[config.mk]
export PLATFORM = sky130hd
export DESIGN_NAME = gaming_led_array_flat
export DESIGN_NICKNAME = d
export VERILOG_FILES = /design/src/rtl/gaming_led_array_if.sv /design/src/rtl/gaming_led_array.sv /design/src/flat_wrapper.sv
export SDC_FILE = /design/constraint.sdc
export NUM_CORES = 1
export LEC_CHECK = 0
export BUFFER_PORTS_ARGS = -buffer_cell sky130_fd_sc_hd__buf_2
export CORE_AREA = 2 2 175 177
export CTS_BUF_LIST = sky130_fd_sc_hd__clkbuf_4
export CTS_CLUSTER_SIZE = 20
export DETAILED_ROUTE_END_ITERATION = 7
export DIE_AREA = 0 0 177 179
export GPL_TIMING_DRIVEN = 0
export PLACE_DENSITY_LB_ADDON = 0.2
export SLEW_MARGIN = 15
export SYNTH_ARGS = -nofsm -noshare
export SYNTH_HDL_FRONTEND = slang
export SYNTH_SLANG_ARGS = --single-unit
[constraint.sdc]
create_clock -name iCLOCK -period 8.2 [get_ports iCLOCK]
set_input_delay 0.41 -clock iCLOCK [delete_from_list [all_inputs] [get_ports iCLOCK]]
set_output_delay 0.41 -clock iCLOCK [all_outputs]
set_load 0.1 [all_outputs]
[src/rtl/gaming_led_array_if.sv]
// Pin-level bundle for the gaming LED array: control inputs from the board
// logic and the registered LED/step outputs.
interface gaming_led_array_if #(
    parameter int NUM_LEDS = 1,
    parameter int PWM_BITS = 8
);
    logic                    iENABLE;
    logic [1:0]              iMODE;
    logic [3*PWM_BITS-1:0]   iSTATIC_RGB;
    logic [3*NUM_LEDS-1:0]   oLED;
    logic                    oSTEP;

    modport master (output iENABLE, iMODE, iSTATIC_RGB, input oLED, oSTEP);
    modport slave  (input iENABLE, iMODE, iSTATIC_RGB, output oLED, oSTEP);
endinterface

[src/rtl/gaming_led_array.sv]
// Multi-LED RGB driver: phase-offset triangle colour wheel, static/breathe/off
// modes, per-colour dimming and frame-buffered PWM duty.
module gaming_led_array #(
    parameter int NUM_LEDS   = 1,
    parameter int PWM_BITS   = 8,
    parameter int STEP_DIV   = 60000,
    parameter int LED_OFFSET = 128,
    parameter int R_SHIFT    = 1,
    parameter int G_SHIFT    = 3,
    parameter int B_SHIFT    = 0,
    parameter bit ACTIVE_LOW = 1
) (
    input  logic               iCLOCK,
    input  logic               iRESET,
    gaming_led_array_if.slave  bus
);
    localparam int PW    = PWM_BITS;
    localparam int M     = 1 << PWM_BITS;
    localparam int BW    = PWM_BITS + 3;
    localparam int NCH   = 3 * NUM_LEDS;
    localparam int DIV_W = (STEP_DIV > 1) ? $clog2(STEP_DIV) : 1;

    localparam logic [DIV_W-1:0]     DIV_LAST  = DIV_W'(STEP_DIV - 1);
    localparam logic [BW-1:0]        BASE_LAST = BW'(6 * M - 1);
    localparam logic [BW:0]          SIX_M     = (BW + 1)'(6 * M);
    localparam logic [BW-1:0]        M_U       = BW'(M);
    localparam logic [BW-1:0]        TWO_M_U   = BW'(2 * M);
    localparam logic [BW-1:0]        FOUR_M_U  = BW'(4 * M);
    localparam logic signed [BW-1:0] TWO_M_S   = BW'(2 * M);
    localparam logic signed [BW-1:0] MAX_S     = BW'(M - 1);

    logic [DIV_W-1:0] div_q, div_d;
    logic [BW-1:0]    base_q, base_d;
    logic             step_q, step_d;
    logic [PW-1:0]    cnt_q, cnt_d;
    logic [PW-1:0]    t_q [NCH];
    logic [PW-1:0]    t_d [NCH];
    logic [PW-1:0]    a_q [NCH];
    logic [PW-1:0]    a_d [NCH];
    logic [NCH-1:0]   led_q, led_d;
    logic [PW-1:0]    level;
    logic [PW-1:0]    sel;
    logic [PW-1:0]    stat;

    // Channel index b: 2 = R, 1 = G, 0 = B (matches pin and static-colour order).
    function automatic logic [BW-1:0] chan_phase(input logic [BW-1:0] base, input int k, input int b);
        logic [BW:0] off;
        logic [BW:0] s;
        off = (BW + 1)'((k * LED_OFFSET + (2 - b) * 2 * M) % (6 * M));
        s   = {1'b0, base} + off;
        if (s >= SIX_M) s = s - SIX_M;
        return s[BW-1:0];
    endfunction

    function automatic logic [PW-1:0] tri_duty(input logic [BW-1:0] p);
        logic signed [BW-1:0] d;
        d = TWO_M_S - $signed(p);
        if (d[BW-1]) d = -d;
        d = TWO_M_S - d;
        if (d[BW-1]) return '0;
        if (d > MAX_S) return '1;
        return d[PW-1:0];
    endfunction

    function automatic logic [PW-1:0] breathe_level(input logic [BW-1:0] base);
        logic [BW-1:0] q;
        q = base;
        if (q >= FOUR_M_U)     q = q - FOUR_M_U;
        else if (q >= TWO_M_U) q = q - TWO_M_U;
        if (q < M_U) return q[PW-1:0];
        return PW'(TWO_M_U - BW'(1) - q);
    endfunction

    function automatic logic [PW-1:0] breathe_duty(input logic [PW-1:0] s, input logic [PW-1:0] l);
        logic [2*PW-1:0] prod;
        prod = {{PW{1'b0}}, s} * {{PW{1'b0}}, l};
        return PW'(prod >> PW);
    endfunction

    function automatic int dim_shift(input int b);
        return (b == 2) ? R_SHIFT : ((b == 1) ? G_SHIFT : B_SHIFT);
    endfunction

    always_comb begin
        div_d  = div_q;
        base_d = base_q;
        step_d = 1'b0;
        cnt_d  = cnt_q + 1'b1;
        level  = breathe_level(base_q);
        sel    = '0;
        stat   = '0;
        led_d  = '0;

        // Stage 0: phase divider and base phase
        if (bus.iENABLE) begin
            if (div_q == DIV_LAST) begin
                div_d  = '0;
                step_d = 1'b1;
                base_d = (base_q == BASE_LAST) ? '0 : base_q + 1'b1;
            end else begin
                div_d = div_q + 1'b1;
            end
        end

        // Stage 1: target duty, then active duty latched at the frame wrap
        for (int k = 0; k < NUM_LEDS; k++) begin
            for (int b = 0; b < 3; b++) begin
                stat = bus.iSTATIC_RGB[b*PW +: PW];
                case (bus.iMODE)
                    2'd0:    sel = tri_duty(chan_phase(base_q, k, b));
                    2'd1:    sel = stat;
                    2'd2:    sel = breathe_duty(stat, level);
                    default: sel = '0;
                endcase
                t_d[3*k+b]   = sel >> dim_shift(b);
                a_d[3*k+b]   = (cnt_q == '1) ? t_q[3*k+b] : a_q[3*k+b];
                led_d[3*k+b] = (cnt_q < a_q[3*k+b]) ^ ACTIVE_LOW;
            end
        end
    end

    always_ff @(posedge iCLOCK) begin
        if (iRESET) begin
            div_q  <= '0;
            base_q <= '0;
            step_q <= 1'b0;
            cnt_q  <= '0;
            led_q  <= {NCH{ACTIVE_LOW}};
            for (int j = 0; j < NCH; j++) begin
                t_q[j] <= '0;
                a_q[j] <= '0;
            end
        end else begin
            div_q  <= div_d;
            base_q <= base_d;
            step_q <= step_d;
            cnt_q  <= cnt_d;
            led_q  <= led_d;
            for (int j = 0; j < NCH; j++) begin
                t_q[j] <= t_d[j];
                a_q[j] <= a_d[j];
            end
        end
    end

    assign bus.oLED  = led_q;
    assign bus.oSTEP = step_q;
endmodule
[src/flat_wrapper.sv]
// flat-port wrapper written by rule: the top's interface ports become plain ports
module gaming_led_array_flat 
#(
    parameter int NUM_LEDS   = 1,
    parameter int PWM_BITS   = 8,
    parameter int STEP_DIV   = 60000,
    parameter int LED_OFFSET = 128,
    parameter int R_SHIFT    = 1,
    parameter int G_SHIFT    = 3,
    parameter int B_SHIFT    = 0,
    parameter bit ACTIVE_LOW = 1
)
  (iCLOCK, iRESET, bus_iENABLE, bus_iMODE, bus_iSTATIC_RGB, bus_oLED, bus_oSTEP);
  gaming_led_array_if #(.NUM_LEDS(NUM_LEDS), .PWM_BITS(PWM_BITS)) bus_i ();
  input  logic iCLOCK;
  input  logic iRESET;
  input wire logic [$bits(bus_i.iENABLE)-1:0] bus_iENABLE;
  input wire logic [$bits(bus_i.iMODE)-1:0] bus_iMODE;
  input wire logic [$bits(bus_i.iSTATIC_RGB)-1:0] bus_iSTATIC_RGB;
  output wire logic [$bits(bus_i.oLED)-1:0] bus_oLED;
  output wire logic [$bits(bus_i.oSTEP)-1:0] bus_oSTEP;
  assign bus_i.iENABLE = bus_iENABLE;
  assign bus_i.iMODE = bus_iMODE;
  assign bus_i.iSTATIC_RGB = bus_iSTATIC_RGB;
  assign bus_oLED = bus_i.oLED;
  assign bus_oSTEP = bus_i.oSTEP;
  gaming_led_array #(.NUM_LEDS(NUM_LEDS), .PWM_BITS(PWM_BITS), .STEP_DIV(STEP_DIV), .LED_OFFSET(LED_OFFSET), .R_SHIFT(R_SHIFT), .G_SHIFT(G_SHIFT), .B_SHIFT(B_SHIFT), .ACTIVE_LOW(ACTIVE_LOW)) u_core (.iCLOCK(iCLOCK), .iRESET(iRESET), .bus(bus_i));
endmodule
==> results of run 1 <==
==> cells by family after synthesis <==
kind of cell,Yosys count,share of synthesized area
xor+xnor,99,0.07680
mux,9,0.008107
compound gates,249,0.1545
fa+ha+maj,231,0.3136
simple gates,514,0.2326
flops,79,0.1348
buf+inv,235,0.07957
==> Yosys cell counts, drive strengths merged, types with 7 or more instances <==
| library cell | count |
|---|---|
| fa | 105 |
| o21ai | 43 |
| o21a | 9 |
| a31oi | 12 |
| a21oi | 64 |
| nor3 | 21 |
| nand3 | 32 |
| a211oi | 9 |
| or3 | 14 |
| dfxtp | 79 |
| a21o | 9 |
| buf | 27 |
| a311oi | 7 |
| inv | 163 |
| clkbuf | 45 |
| and2 | 160 |
| a22oi | 8 |
| a221oi | 17 |
| nor4 | 8 |
| or2 | 8 |
| nand2b | 8 |
| ha | 126 |
| nand2 | 124 |
| xor2 | 38 |
| nor2b | 11 |
| nor2 | 84 |
| nand4 | 12 |
| xnor2 | 61 |
| o211ai | 11 |
==> per-layer routing <==
metal | vias up | GRT usage
met1 | 4944 | 0.3005
met3 | 35 | 0.03159
met2 | 275 | 0.3486
li1 | 4838 | -
met4 | 0 | 0.04545
met5 | - | 0
==> report_power, final <==
| part | internal [mW] | switching (mW) |
|---|---|---|
| Sequential | 0.390 | 0.00451 |
| Combinational | 0.0245 | 0.0624 |
| Clock | 0.0958 | 0.145 |
| Total | 0.510 | 0.212 |
==> path summary, 6_finish.rpt <==
check                              endpoint  cells after the start                           start  slack (ns)
min            u_core.div_q[0]$_SDFFE_PP0P_                      3                     bus_iENABLE        0.30
max reg2reg    u_core.t_q[0][11]$_SDFF_PP0_                     21  u_core.base_q[10]$_SDFFE_PP0P_        0.91
min reg2reg  u_core.a_q[0][19]$_SDFFE_PP0N_                      2    u_core.t_q[0][19]$_SDFF_PP0_        0.44
max            u_core.t_q[0][11]$_SDFF_PP0_                     21  u_core.base_q[10]$_SDFFE_PP0P_        0.91
==> worst max-delay path, cell delays in order, from the launching register on <==
cell      delay, ns
dfxtp_1        0.45
ha_1           0.18
nor2b_1        0.07
nor2_1         0.70
xnor2_1        0.45
clkbuf_1       0.61
and2_1         0.24
fa_1           0.44
fa_1           0.48
fa_1           0.55
inv_1          0.06
fa_1           0.53
inv_1          0.04
ha_1           0.26
o21a_1         0.10
o21ai_0        0.07
a31oi_1        0.36
o21ai_0        0.27
o31ai_1        0.30
xor2_1         0.22
a22oi_1        0.10
a221oi_1       0.64
==> registers in the layout, indices dropped and copies added (netlist names) <==
name / count
u_core.a_q: 20
u_core.div_q: 16
u_core.t_q: 20
u_core.cnt_q: 8
u_core.base_q: 11
u_core.bus.oSTEP: 1
u_core.bus.oLED: 3
==> metrics by stage <==
stage	std cells	power [mW]	worst slack (ns)	util
2_1_floorplan	1416	0.4504	2.477	-
3_3_place_gp	1839	0.4895	0.9491	0.4116
3_5_place_dp	1839	0.4895	0.9160	0.4118
4_1_cts	1855	0.7333	0.8558	0.4168
5_1_grt	1855	0.7574	0.4823	0.4170
6_report	1856	0.7218	0.9078	0.4171
==> area by class of cell <==
cell class	count	area [um2]	area share
clock inverters	7	80.08	0.006394
inverters	163	611.8	0.04885
plain buffers	72	321.6	0.02567
flip-flops and latches	79	1582	0.1263
clock buffers	9	67.56	0.005395
multi-input cells	1102	9229	0.7369
repair buffers	27	135.1	0.01079
well taps	396	495.5	0.03956
diodes	1	2.502	0.0001998
==> flow_summary.yaml, run 1 <==
yosys:
  ys_seq_elements: 79
  synth.cell_area_um2: 11730
  avgSynthCellArea_um2: 8.284
  async_flop_share: 0
  ys_seq_area_frac: 0.1348
  synth_cell_types: 97
  synthTopCellsByArea: "fa_1 (18%), dfxtp_1 (13%), ha_1 (13%), and2_1 (8.5%), inv_1 (5.2%)"
  syn_inst: 1416
  ys_dominant_reg_cell: "dfxtp_1"
  synth_nets: 1676
  yosysTopAreaCellShare: 0.1792
  yosysWarnings: 0
  synth_area_leader_cell: "fa_1"
  synth_edf_count: 0
setup_path:
  cp.required_ns: 8.47
  cp-start-kind: "flop"
  crit_fanout: 10
  worstPathArrival_ns: 7.56
  path_class: "flop to flop"
  worstSetupEndpointType: "flop"
clock_network:
  h-tree-depth: 3
  root_buffer: "clkbuf_4"
  cts_max_path_buffers: 2
  cts_setup_buffers: 0
  cts_resized: 0
  cts_tree: "done"
  path_clk_slew_ns: 0.13
  clkLatencyLatePin_ns: 0.44
  cts_buffers: 9
  ctsHoldBuffers: 0
  clock_sinks: 79
routing:
  drtIter0Drc: 614
  routedWlPerCell_um: 17.62
  dr_wl_met3_um: 1724
  highest-signal-layer: "met4"
  drcViolationCount: 0
  wl_um: 32710
  vias_per_cell: 5.438
  vias: 10090
  wl_met1_um: 15220
  firstDrtPassIters: 5
  final_antenna_net_count: 0
  wl_met2_um: 15120
global_routing:
  grt_max_degree: 16
  grt_pass1_wl_um: 53430
  grt-ovfl-total: 0
  first_global_vias: 9822
  antenna_found_initial: 2
  gr-usage-all-layers: 0.2142
final_layout:
  nets: 1714
  final_area_um2: 12520
  drive_gt1_frac: 0.07471
  final_common_cell: "inv_1"
  area_growth_pct: 6.773
  layout_common_cells: "inv_1 (162), and2_1 (159), ha_1 (126), nand2_1 (123), fa_1 (105)"
  fillers: 3084
floorplan:
  dieHeight_um: 179
  core_area_um2: 30030
  std_cell_rows: 64
  start_util: 0.3906
  io_pins: 33
  die_w_um: 177
  dieArea_um2: 31680
sta:
  finalHoldViolCount: 0
  drv_slew: 0
  fin_crit_ns: 7.292
  skew_ns: 0.01668
  fmax_mhz: 137.1
  final-setup-viol-count: 0
  rsz0062_at_grt: "no"
  slew_headroom: 0.2406
  tightest_slew_ns: 1.130
  setup_tns_ns: 0
  hold-worst-slack_ns: 0.2998
  finalCritPeriodShare: 0.8893
place:
  gp_congestion: 0.9237
  io_buffer_count: 27
  dpl-instance-area_um2: 12370
  dpl.hpwl_um: 25830
pwr:
  irDropWorstVdd_v: 0.00006321
  cellPowerDensity_nw_per_um2: 57.63
  p_leak_nw: 5.743
worst_hold_path:
  hold_class: "primary input to flop"
run_status:
  status: "finished clean"
run:
  max_cap_violations: 0
Note: power is estimated with default switching activity, not from simulation.
==> run 2, diff against run 1 <==
Settings changed: CORE_AREA 2 2 175 177 to 2 2 225 138, DIE_AREA 0 0 177 179 to 0 0 227 140.
==> flow_summary.yaml, run 2 (synthesis results as in run 1) <==
run_status:
  status: "finished clean"
place:
  gp_congestion: 0.9390
  place_worst_setup_slack_ns: 0.9830
  dpl.hpwl_um: 28930
  io_buffer_count: 27
worst_hold_path:
  hold_depth: 3
  worstHoldEndpoint: "u_core.div_q[0]$_SDFFE_PP0P_"
  hold_class: "primary input to flop"
  worstHoldStart: "bus_iENABLE"
setup_path:
  path_buf_inv: 2
  cp-start-kind: "flop"
  path_class: "flop to flop"
  crit_fanout: 10
  worst_r2r_startpoint: "u_core.base_q[10]$_SDFFE_PP0P_"
  rr_worst_depth: 20
  cp_slowest_cell: "nor2_1"
  worstSetupEndpointType: "flop"
  worstPathArrival_ns: 7.67
  path_common_cell: "fa_1"
  slowest_delay_ns: 0.74
  path_delay_family: "adder cells"
  cp.required_ns: 8.50
  cp_cell_sequence: "ha_1 > nor2b_1 > nor2_1 > xnor2_1 > clkbuf_1 > nand2_1 > fa_1 > fa_1 > inv_1 > fa_1 > fa_1 > ha_1 > o21a_1 > o21ai_0 > a31oi_1 > o21ai_0 > o2111ai_1 > xnor2_1 > a221oi_1 > a221oi_1"
  reg2reg_to: "u_core.t_q[0][12]$_SDFF_PP0_"
  worst-r2r-setup-slack_ns: 0.83
clock_network:
  h-tree-depth: 3
  clock_sinks: 79
  root_buffer: "clkbuf_4"
  path_clk_slew_ns: 0.15
  cts_setup_buffers: 0
  cts_buffers: 9
  cts_max_path_buffers: 2
  clkLatencyLatePin_ns: 0.46
  cts_resized: 0
  ctsHoldBuffers: 0
  cts_tree: "done"
routing:
  vias_per_cell: 5.410
  firstDrtPassIters: 5
  final_antenna_net_count: 0
  drtIter0Drc: 871
  drcViolationCount: 0
  vias: 10110
  routedWlPerCell_um: 18.67
  wl_um: 34870
global_routing:
  gr-usage-all-layers: 0.2295
  first_global_vias: 9904
  grt-ovfl-total: 0
  grt_max_degree: 15
  antenna_found_initial: 3
  grt_pass1_wl_um: 56470
sta:
  final-setup-viol-count: 0
  drv_slew: 0
  finalHoldViolCount: 0
  rsz0062_at_grt: "no"
  finalCritPeriodShare: 0.8984
  slew_headroom: 0.2793
  fin_ws_ns: 0.8327
  setup_tns_ns: 0
  fmax_mhz: 135.7
  fin_crit_ns: 7.367
  tightest_slew_ns: 1.073
  skew_ns: 0.02539
final_layout:
  final_common_cell: "inv_1"
  drive_gt1_frac: 0.07402
  top_regs: "u_core.a_q x20, u_core.t_q x20, u_core.div_q x16"
  layout_common_cells: "inv_1 (162), and2_1 (159), ha_1 (126), nand2_1 (123), fa_1 (105)"
  area_growth_pct: 6.613
  nets: 1714
floorplan:
  std_cell_rows: 49
  core_area_um2: 29670
  dieHeight_um: 140
  dieArea_um2: 31780
  io_pins: 33
  die_w_um: 227
  start_util: 0.3953
pwr:
  irDropWorstVdd_v: 0.00004830
  p_leak_nw: 5.729
  cellPowerDensity_nw_per_um2: 55.85
run:
  max_cap_violations: 0
## run 2: worst reg2reg max path, stage by stage (launching register included)
cell and delay (ns):
dfxtp_1 0.44, ha_1 0.18, nor2b_1 0.06, nor2_1 0.74, xnor2_1 0.47, clkbuf_1 0.56, nand2_1 0.18, fa_1 0.54
fa_1 0.62, inv_1 0.08, fa_1 0.52, fa_1 0.50, ha_1 0.29, o21a_1 0.16, o21ai_0 0.17, a31oi_1 0.11
o21ai_0 0.40, o2111ai_1 0.24, xnor2_1 0.25, a221oi_1 0.11, a221oi_1 0.61
## run 2: worst max-delay path by stage
stage                              startpoint                            to  slack (ns)  cells past startpoint
3_5_place_dp   u_core.base_q[10]$_SDFFE_PP0P_   u_core.t_q[0][3]$_SDFF_PP0_        0.98                     22
4_1_cts        u_core.base_q[10]$_SDFFE_PP0P_   u_core.t_q[0][3]$_SDFF_PP0_        0.94                     22
2_1_floorplan  u_core.base_q[10]$_SDFFE_PP0P_  u_core.t_q[0][21]$_SDFF_PP0_        2.48                     21
6_report       u_core.base_q[10]$_SDFFE_PP0P_  u_core.t_q[0][12]$_SDFF_PP0_        0.83                     20
3_3_place_gp   u_core.base_q[10]$_SDFFE_PP0P_   u_core.t_q[0][3]$_SDFF_PP0_        1.05                     22
5_1_grt        u_core.base_q[10]$_SDFFE_PP0P_   u_core.t_q[0][3]$_SDFF_PP0_        0.32                     22
## run 2: report_power, final
group | switching (mW) | internal [mW] | leakage (nW)
clock | 0.149 | 0.0677 | 0.0683
combinational | 0.0626 | 0.0245 | 5.02
sequential | 0.00478 | 0.390 | 0.639
total | 0.216 | 0.482 | 5.73
## run 2: per-stage QoR
stage / power (mW) / cells / utilization / hold slack, ns / cell area (um2)
2_1_floorplan: 0.4504 / 1416 / - / 0.4174 / 11730
3_3_place_gp: 0.4881 / 1851 / 0.4171 / 0.4287 / 12380
3_5_place_dp: 0.4888 / 1851 / 0.4173 / 0.4321 / 12380
4_1_cts: 0.7049 / 1867 / 0.4214 / 0.2533 / 12500
5_1_grt: 0.7320 / 1868 / 0.4214 / 0.2824 / 12510
6_report: 0.6984 / 1868 / 0.4214 / 0.2827 / 12510
## run 2: final cells by class
type / instances / area [um2]
fill: 3119 / 17170
multi-input combinational: 1102 / 9221
sequential: 79 / 1582
inverter: 163 / 611.8
tap: 408 / 510.5
buffer: 72 / 321.6
timing repair buffer: 27 / 135.1
clock buffer: 10 / 75.07
clock inverter: 6 / 46.29
antenna: 1 / 2.502
## run 2: routing by layer
layer / track usage / vias to the layer above / share of wire
met3: 0.06104 / 18 / 0.099
li1: - / 4837 / -
met2: 0.3008 / 365 / 0.37
met4: 0.02683 / 0 / 0.0067
met1: 0.3732 / 4885 / 0.52
met5: 0 / - / 0
